===== config.mk =====
export PLATFORM = sky130hd
export DESIGN_NAME = inc_dec_pulse_scheduler
export DESIGN_NICKNAME = d
export VERILOG_FILES = /design/src/rtl/inc_dec_pulse_scheduler.sv
export SDC_FILE = /design/constraint.sdc
export NUM_CORES = 1
export LEC_CHECK = 0
export CAP_MARGIN = 40
export CELL_PAD_IN_SITES_DETAIL_PLACEMENT = 0
export CELL_PAD_IN_SITES_GLOBAL_PLACEMENT = 1
export CORE_MARGIN = 1
export CORE_UTILIZATION = 38
export DETAILED_ROUTE_END_ITERATION = 16
export PLACE_DENSITY_LB_ADDON = 0.1
export SYNTH_ARGS = -nofsm -noshare
export SYNTH_HDL_FRONTEND = slang
export SYNTH_SLANG_ARGS = --single-unit

===== constraint.sdc =====
create_clock -name clk -period 2.3 [get_ports clk]
set_input_delay 0.69 -clock clk [delete_from_list [all_inputs] [get_ports clk]]
set_output_delay 0.69 -clock clk [all_outputs]
set_load 0.03 [all_outputs]

===== src/rtl/inc_dec_pulse_scheduler.sv =====
// Two-requester round-robin front end for the inc/dec counter: queues ops in a
// small FIFO and replays them as single-cycle inc/dec pulses spaced by GAP idle cycles.
//
// state  | meaning
// IDLE   | nothing in flight, waiting for a queued op
// ISSUE  | one-cycle inc or dec pulse for the op popped on entry
// GAP    | GAP idle cycles after a pulse, timed by gap_cnt down-counter
module inc_dec_pulse_scheduler #(
    parameter int DEPTH = 4,
    parameter int GAP   = 2
) (
    input  logic                   clk,
    input  logic                   rst,
    input  logic                   a_valid,
    input  logic                   a_op,
    output logic                   a_ready,
    input  logic                   b_valid,
    input  logic                   b_op,
    output logic                   b_ready,
    output logic                   inc,
    output logic                   dec,
    output logic [$clog2(DEPTH):0] pending,
    output logic                   busy
);
    localparam int AW = $clog2(DEPTH);
    localparam int CW = (GAP > 0) ? $clog2(GAP + 1) : 1;

    typedef enum logic [1:0] {S_IDLE, S_ISSUE, S_GAP} state_t;

    state_t         state, state_nxt;
    logic [DEPTH-1:0] mem;
    logic [AW-1:0]  wr_ptr, rd_ptr;
    logic [CW-1:0]  gap_cnt;
    logic           full, empty, fav_a;
    logic           grant_a, grant_b, push, push_op, pop, gap_load;

    assign full  = (pending == (AW + 1)'(DEPTH));
    assign empty = (pending == '0);

    // Full is taken from the registered count, so a same-cycle pop never frees a slot for a push.
    always_comb begin
        grant_a = a_valid && !full && (!b_valid || fav_a);
        grant_b = b_valid && !full && (!a_valid || !fav_a);
        push    = grant_a || grant_b;
        push_op = grant_a ? a_op : b_op;
    end

    assign a_ready = grant_a;
    assign b_ready = grant_b;

    always_ff @(posedge clk or posedge rst) begin
        if (rst) begin
            fav_a <= 1'b1;
        end else if (grant_a) begin
            fav_a <= 1'b0;
        end else if (grant_b) begin
            fav_a <= 1'b1;
        end
    end

    always_ff @(posedge clk or posedge rst) begin
        if (rst) begin
            mem     <= '0;
            wr_ptr  <= '0;
            rd_ptr  <= '0;
            pending <= '0;
        end else begin
            if (push) begin
                mem[wr_ptr] <= push_op;
                wr_ptr      <= wr_ptr + 1'b1;
            end
            if (pop) begin
                rd_ptr <= rd_ptr + 1'b1;
            end
            if (push && !pop) begin
                pending <= pending + 1'b1;
            end else if (!push && pop) begin
                pending <= pending - 1'b1;
            end
        end
    end

    always_ff @(posedge clk or posedge rst) begin
        if (rst) begin
            state <= S_IDLE;
        end else begin
            state <= state_nxt;
        end
    end

    always_comb begin
        state_nxt = state;
        pop       = 1'b0;
        gap_load  = 1'b0;
        case (state)
            S_IDLE: begin
                if (!empty) begin
                    state_nxt = S_ISSUE;
                    pop       = 1'b1;
                end
            end
            S_ISSUE: begin
                if (GAP > 0) begin
                    state_nxt = S_GAP;
                    gap_load  = 1'b1;
                end else if (!empty) begin
                    state_nxt = S_ISSUE;
                    pop       = 1'b1;
                end else begin
                    state_nxt = S_IDLE;
                end
            end
            S_GAP: begin
                if (gap_cnt == CW'(1)) begin
                    if (!empty) begin
                        state_nxt = S_ISSUE;
                        pop       = 1'b1;
                    end else begin
                        state_nxt = S_IDLE;
                    end
                end
            end
            default: state_nxt = S_IDLE;
        endcase
    end

    always_ff @(posedge clk or posedge rst) begin
        if (rst) begin
            gap_cnt <= '0;
        end else if (gap_load) begin
            gap_cnt <= CW'(GAP);
        end else if (state == S_GAP) begin
            gap_cnt <= gap_cnt - 1'b1;
        end
    end

    // The pulse register is loaded on the pop edge, so it is high exactly for the ISSUE cycle.
    always_ff @(posedge clk or posedge rst) begin
        if (rst) begin
            inc <= 1'b0;
            dec <= 1'b0;
        end else begin
            inc <= pop && mem[rd_ptr];
            dec <= pop && !mem[rd_ptr];
        end
    end

    assign busy = (state != S_IDLE) || !empty;

endmodule


# Yosys cells after proc, flatten, opt, wreduce, memory -nomap -nowiden
# Cells that the tools add are included.
dict set report word_totals {
  inputBits 6
  register_bits 18
  output_inout_bits 8
  elab_cells 71
}
dict set report op_classes {
  n_mux 20
  reduce_logical 28
  n_addsub 5
  n_eq_ne 6
  n_lt_le_gt_ge 3
}
# op n
set op_table {}
lappend op_table {{logical AND 1 bit} 9}
lappend op_table {{2-to-1 mux 1 bit} 9}
lappend op_table {{logical NOT 1 bit} 8}
lappend op_table {{2-to-1 mux 2 bit} 4}
lappend op_table {{nonzero test 2 bit} 4}
lappend op_table {{< comparator 2 x 3 -> 1 bit (second input constant)} 2}
lappend op_table {{2-to-1 mux 3 bit} 2}
lappend op_table {{case mux 2 bit (3 select lines)} 1}
lappend op_table {{adder 2 x 1 -> 2 bit (second input constant)} 2}
lappend op_table {{bitwise mux 4 bit} 1}
lappend op_table {{== test 2 x 1 -> 1 bit (second input constant)} 2}
lappend op_table {{logical OR 1 bit} 4}
lappend op_table {{inequality test 2 bit (second input constant)} 2}
lappend op_table {{adder 3 x 1 -> 3 bit (second input constant)} 1}
lappend op_table {{== test 3 bit (second input constant)} 1}
lappend op_table {{logical NOT 3 bit} 1}
lappend op_table {{subtractor 3 x 1 -> 3 bit (second input constant)} 1}
lappend op_table {{binary-select mux 1 bit (select 2 bit)} 1}
lappend op_table {{demux 1 bit (select 2 bit)} 1}
lappend op_table {{== test 2 bit (second input constant)} 1}
lappend op_table {{greater-or-equal comparator 2 x 1 -> 1 bit (second input constant)} 1}
lappend op_table {{logical NOT 2 bit} 1}
lappend op_table {{case mux 1 bit (2 select lines)} 1}
lappend op_table {{AND reduction 2 bit} 1}
lappend op_table {{subtractor 2 x 1 -> 2 bit (second input constant)} 1}

# Depth between registers and ports, before layout
# Gate-level depths: netlist of run 1.
dict set report logic_depth {
  ltp_word 9
  mapped_depth 11
}

# Least setup slack after synthesis of run 1
# No wires, ideal clock.
dict set report synth_timing {
  path_type {reg2reg}
  start {reg pending[1]}
  end {reg pending[1]}
  setup_ns 0.125
  setup_slack_ns -0.057
  required_ns 2.175
  path_stages_with_launch 9
  arrival_ns 2.233
  period_less_slack_ns 2.357
  cell_sequence {dfrtp_1 > or3b_1 > buf_6 > and2_4 > buf_6 > ha_1 > inv_1 > fa_1 > mux2_2}
}
dict set report synth_via {
  elab_chain_len 8
}
# element line_no
set synth_lines {}
lappend synth_lines {{start: declaration} 22} ;# output logic [$clog2(DEPTH):0] pending,
lappend synth_lines {{start signal: assignment} 76} ;# pending <= pending + 1'b1;
lappend synth_lines {{start signal: assignment} 78} ;# pending <= pending - 1'b1;
lappend synth_lines {{== test 3 bit (*)} 37} ;# assign full = (pending == (AW + 1)'(DEPTH));
lappend synth_lines {{logical NOT 1 bit (*)} {42, 43}}
lappend synth_lines {{logical AND 1 bit (on tied branches) (2 in series)} {42, 43}}
lappend synth_lines {{logical OR 1 bit (*)} 44} ;# push = grant_a || grant_b;
lappend synth_lines {{named net push} 35} ;# logic grant_a, grant_b, push, push_op, pop, gap_load;
lappend synth_lines {{logical NOT 1 bit} 77} ;# end else if (!push && pop) begin
lappend synth_lines {{logical AND 1 bit} 77}
lappend synth_lines {{nonzero test 2 bit (no source line)} n/a}
# Mark *: on every way through the listed nets, which the timed path passes. The rest lies on a longest branch. The select of a mux whose other input is x is not followed.
# A chain may end at the register's enable or synchronous reset.

# Worst setup path in the final report of run 1
dict set report layout_timing {
  start {reg pending[0]}
  end {out a_ready}
}
dict set report layout_via {
  elab_chain_len 4
}
# element line_no
set layout_lines {}
lappend layout_lines {{== test 3 bit} 37}
lappend layout_lines {{logical NOT 1 bit} 42} ;# grant_a = a_valid && !full && (!b_valid || fav_a);
lappend layout_lines {{logical AND 1 bit (2 in series)} 42}
lappend layout_lines {{end: declaration} 16} ;# output logic a_ready,
# Every way passes these cells.

==> out/summary.txt, run 1 <==
Initial antenna violation count: 0
Dpl ws: -0.2675 ns
Hold Path End: rd_ptr[1]$_DFFE_PP0P_
Ys flop type: dfrtp_1
Worst slew pin tran: 0.3117 ns
RSZ-0062 raised after global routing: no
Gr usage total: 0.1404
Cells after Synth: 85
Via/cell ratio: 4.986
Final Critical Period: 2.205 ns
Area delta synth->final: 26.23%
Post-CTS Hold Fix Bufs: 0
Hold_sp: rd_ptr[1]$_DFFE_PP0P_
Commonest non-fill, non-tap cell in the layout: dfrtp_1
Slowest Stage Delay on Critical Path: 0.46 ns
Worst skew pair latency: 0.29 ns
Crit path cell chain: or3b_4, nor3b_2, buf_4
Worst Path Max Fanout: 9
Synth Register Bits: 18
Asr flop ratio synth: 1.000
Max-cap violations: 0
Arrival time at the worst endpoint: 1.52 ns
Setup tns final: 0 ns
Largest net degree at the start of global routing: 19
HP Class: register to register
Mapped cell area: 992.2 um^2
Grt met1 use: 0.1821
Router iterations before antenna repair: 4
Vias: 698
Reg-to-reg slack, setup: 0.13 ns
GRT met2 Usage: 0.2173
Final std cell area, no fill: 0.001252 mm^2
Die area: 0.002820 mm^2
Slowest-stage cell, CP: or3b_4
Vias in the first global route: 625
Port bufs: 13
CTS root buffer: clkbuf_4
Finish-stage setup viols: 0
CTS tree: built
CP Capture Type: primary output
Slew Viols, Final: 0
Placed instance area: 0.001205 mm^2
First-pass GRT wire length: 2780 um
CTS sink cnt: 18
Most frequent cells in the layout: dfrtp_1, buf_4, ha_1
CTS clock-pin slew for the worst setup and hold paths: 0.10 ns
DP HPWL: 1306 um
Final worst slack: 0.09470 ns
Synth Net Count: 102
Hold depth: 1
Max-slew headroom: 0.7915
Share of cells above drive strength 1: 0.3000
Row count: 18
Io pins: 14
Met3 GRT Util: 0.03448
Inserted Clock Buffers: 3
Final Skew: 0.001362 ns
# nets final: 128
Final period util: 0.9588
Power Total: 1.921 mW
CP Data Required Time: 1.61 ns
Critical path launch point type: register
Pwr/cell area: 1534 mW/mm^2
GR peak layer: met2
Worst-case clock buffer depth: 2
Outcome: completed
DRC: 0
R2R Path Start: state[0]$_DFFE_PP0P_
Die width: 53.10 um
Overflow after GRT: 0
R2R cell count: 8
Routability cong.: 0.7312
Wirelength per Cell: 12.44 um
Final Hold Viols: 0
Max VDD drop: 929.1 uV
Post-synth EDFFs: 0
Yosys warns: 0
Synth unique cells: 27
Sequential area share after synthesis: 0.4552
Reg-to-Reg End: pending[1]$_DFFE_PP0P_
Post-route ant nets: 0
Path type of the worst setup path: register to primary output
Fmax: 453.5 MHz
Initial Utilization: 0.4005
Routed wire length: 1741 um
Area of the core: 0.002477 mm^2
H-tree Lvls: 1
Die Y: 53.10 um
P_leak: 0.5692 nW
First DRT Iteration DRCs: 15
Diodes inserted: 0
Syn Area/Cell: 11.67 um^2
-- per-layer routing --
| layer | wire length [um] | up-vias |
|---|---|---|
| met5 | 0 | - |
| met4 | 23 | 0 |
| met3 | 72 | 4 |
| met2 | 800 | 15 |
| met1 | 846 | 333 |
| li1 | - | 346 |
-- cell families after synthesis --
kind of cell,share of synthesized area
AOI/OAI and AO/OA,0.1110
xor gates and xnor gates,0.05297
adders and majority gates,0.1463
buffers and inverters,0.05674
DFF,0.4552
muxes,0.08196
and+or+nand+nor,0.09584
-- critical path, delay by kind of cell (launching register included) --
family | cells | cell delay [ns]
simple gates | 2 | 0.64
flops | 1 | 0.42
buf+inv | 1 | 0.16
-- how the worst max path moves through the flow --
stage                                      start                endpoint  slack [ns]  depth (start not counted)
final                     pending[0]$_DFFE_PP0P_                 a_ready        0.09                          3
after global routing        state[0]$_DFFE_PP0P_  pending[2]$_DFFE_PP0P_     0.00004                         10
after CTS                 pending[1]$_DFFE_PP0P_                    busy        0.03                          5
after detailed placement                 b_valid  pending[1]$_DFFE_PP0P_       -0.27                          7
after global placement                   b_valid  pending[1]$_DFFE_PP0P_       -0.24                          7
after floorplan           pending[0]$_DFFE_PP0P_  pending[1]$_DFFE_PP0P_        0.02                          8
-- layout make-up --
type                    count  area [um^2]
fillers                   239         1225
multi-input cells          56        499.2
flip-flops and latches     18        455.4
repair buffers             24        203.9
well taps                  30        37.54
inverters                   8        30.03
clock buffers               4        26.28
-- stage by stage --
step                cells  utilization  hold slack [ns]
floorplan              85            -           0.4495
global placement      134       0.4864           0.4771
detailed placement    134       0.4864           0.4691
CTS                   140       0.5071           0.4849
global route          140       0.5056           0.4980
finish                140       0.5056           0.4811
-- Yosys cell counts, types with 2 or more instances --
library cell | instances | area, um^2
a31oi_1 | 5 | 31.28
inv_1 | 8 | 30.03
a21oi_1 | 4 | 20.02
nor2_1 | 3 | 11.26
or2_2 | 2 | 12.51
buf_6 | 2 | 22.52
mux2_2 | 3 | 33.78
nor3b_1 | 2 | 15.01
xnor2_1 | 3 | 26.28
xor2_1 | 3 | 26.28
dfrtp_1 | 17 | 425.4
nor2b_1 | 3 | 18.77
a41oi_1 | 4 | 35.03
nand2_1 | 2 | 7.510
o21ai_0 | 3 | 15.01
ha_1 | 10 | 125.1
-- power breakdown --
| part | switching (mW) | leakage [nW] | internal (mW) |
|---|---|---|---|
| Sequential | 0.114 | 0.209 | 0.499 |
| Clock | 0.0990 | 0.0150 | 0.0675 |
| Combinational | 0.546 | 0.346 | 0.595 |
| Total | 0.759 | 0.569 | 1.16 |
-- state kept, by name, summed over array words and instances (netlist names) --
register  cells
wr_ptr        2
inc           1
rd_ptr        2
dec           1
state         2
pending       3
gap_cnt       2
fav_a         1
mem           4
-- timing repair --
item,in CTS,in global routing
endpoints found under the setup margin,3,1
gates resized for setup,7,2
buffers inserted,3,0
No activity file was read; power rests on OpenSTA's default activity.
==> run 2, diff against run 1 <==
--- a/config.mk
+++ b/config.mk
@@ -5,6 +5,7 @@
 export SDC_FILE = /design/constraint.sdc
 export NUM_CORES = 1
 export LEC_CHECK = 0
+export ABC_CLOCK_PERIOD_IN_PS = 2300
 export CAP_MARGIN = 40
 export CELL_PAD_IN_SITES_DETAIL_PLACEMENT = 0
 export CELL_PAD_IN_SITES_GLOBAL_PLACEMENT = 1
==> results of run 2 <==
Same layout as run 1: the final DEF is identical, and so are final timing and power.
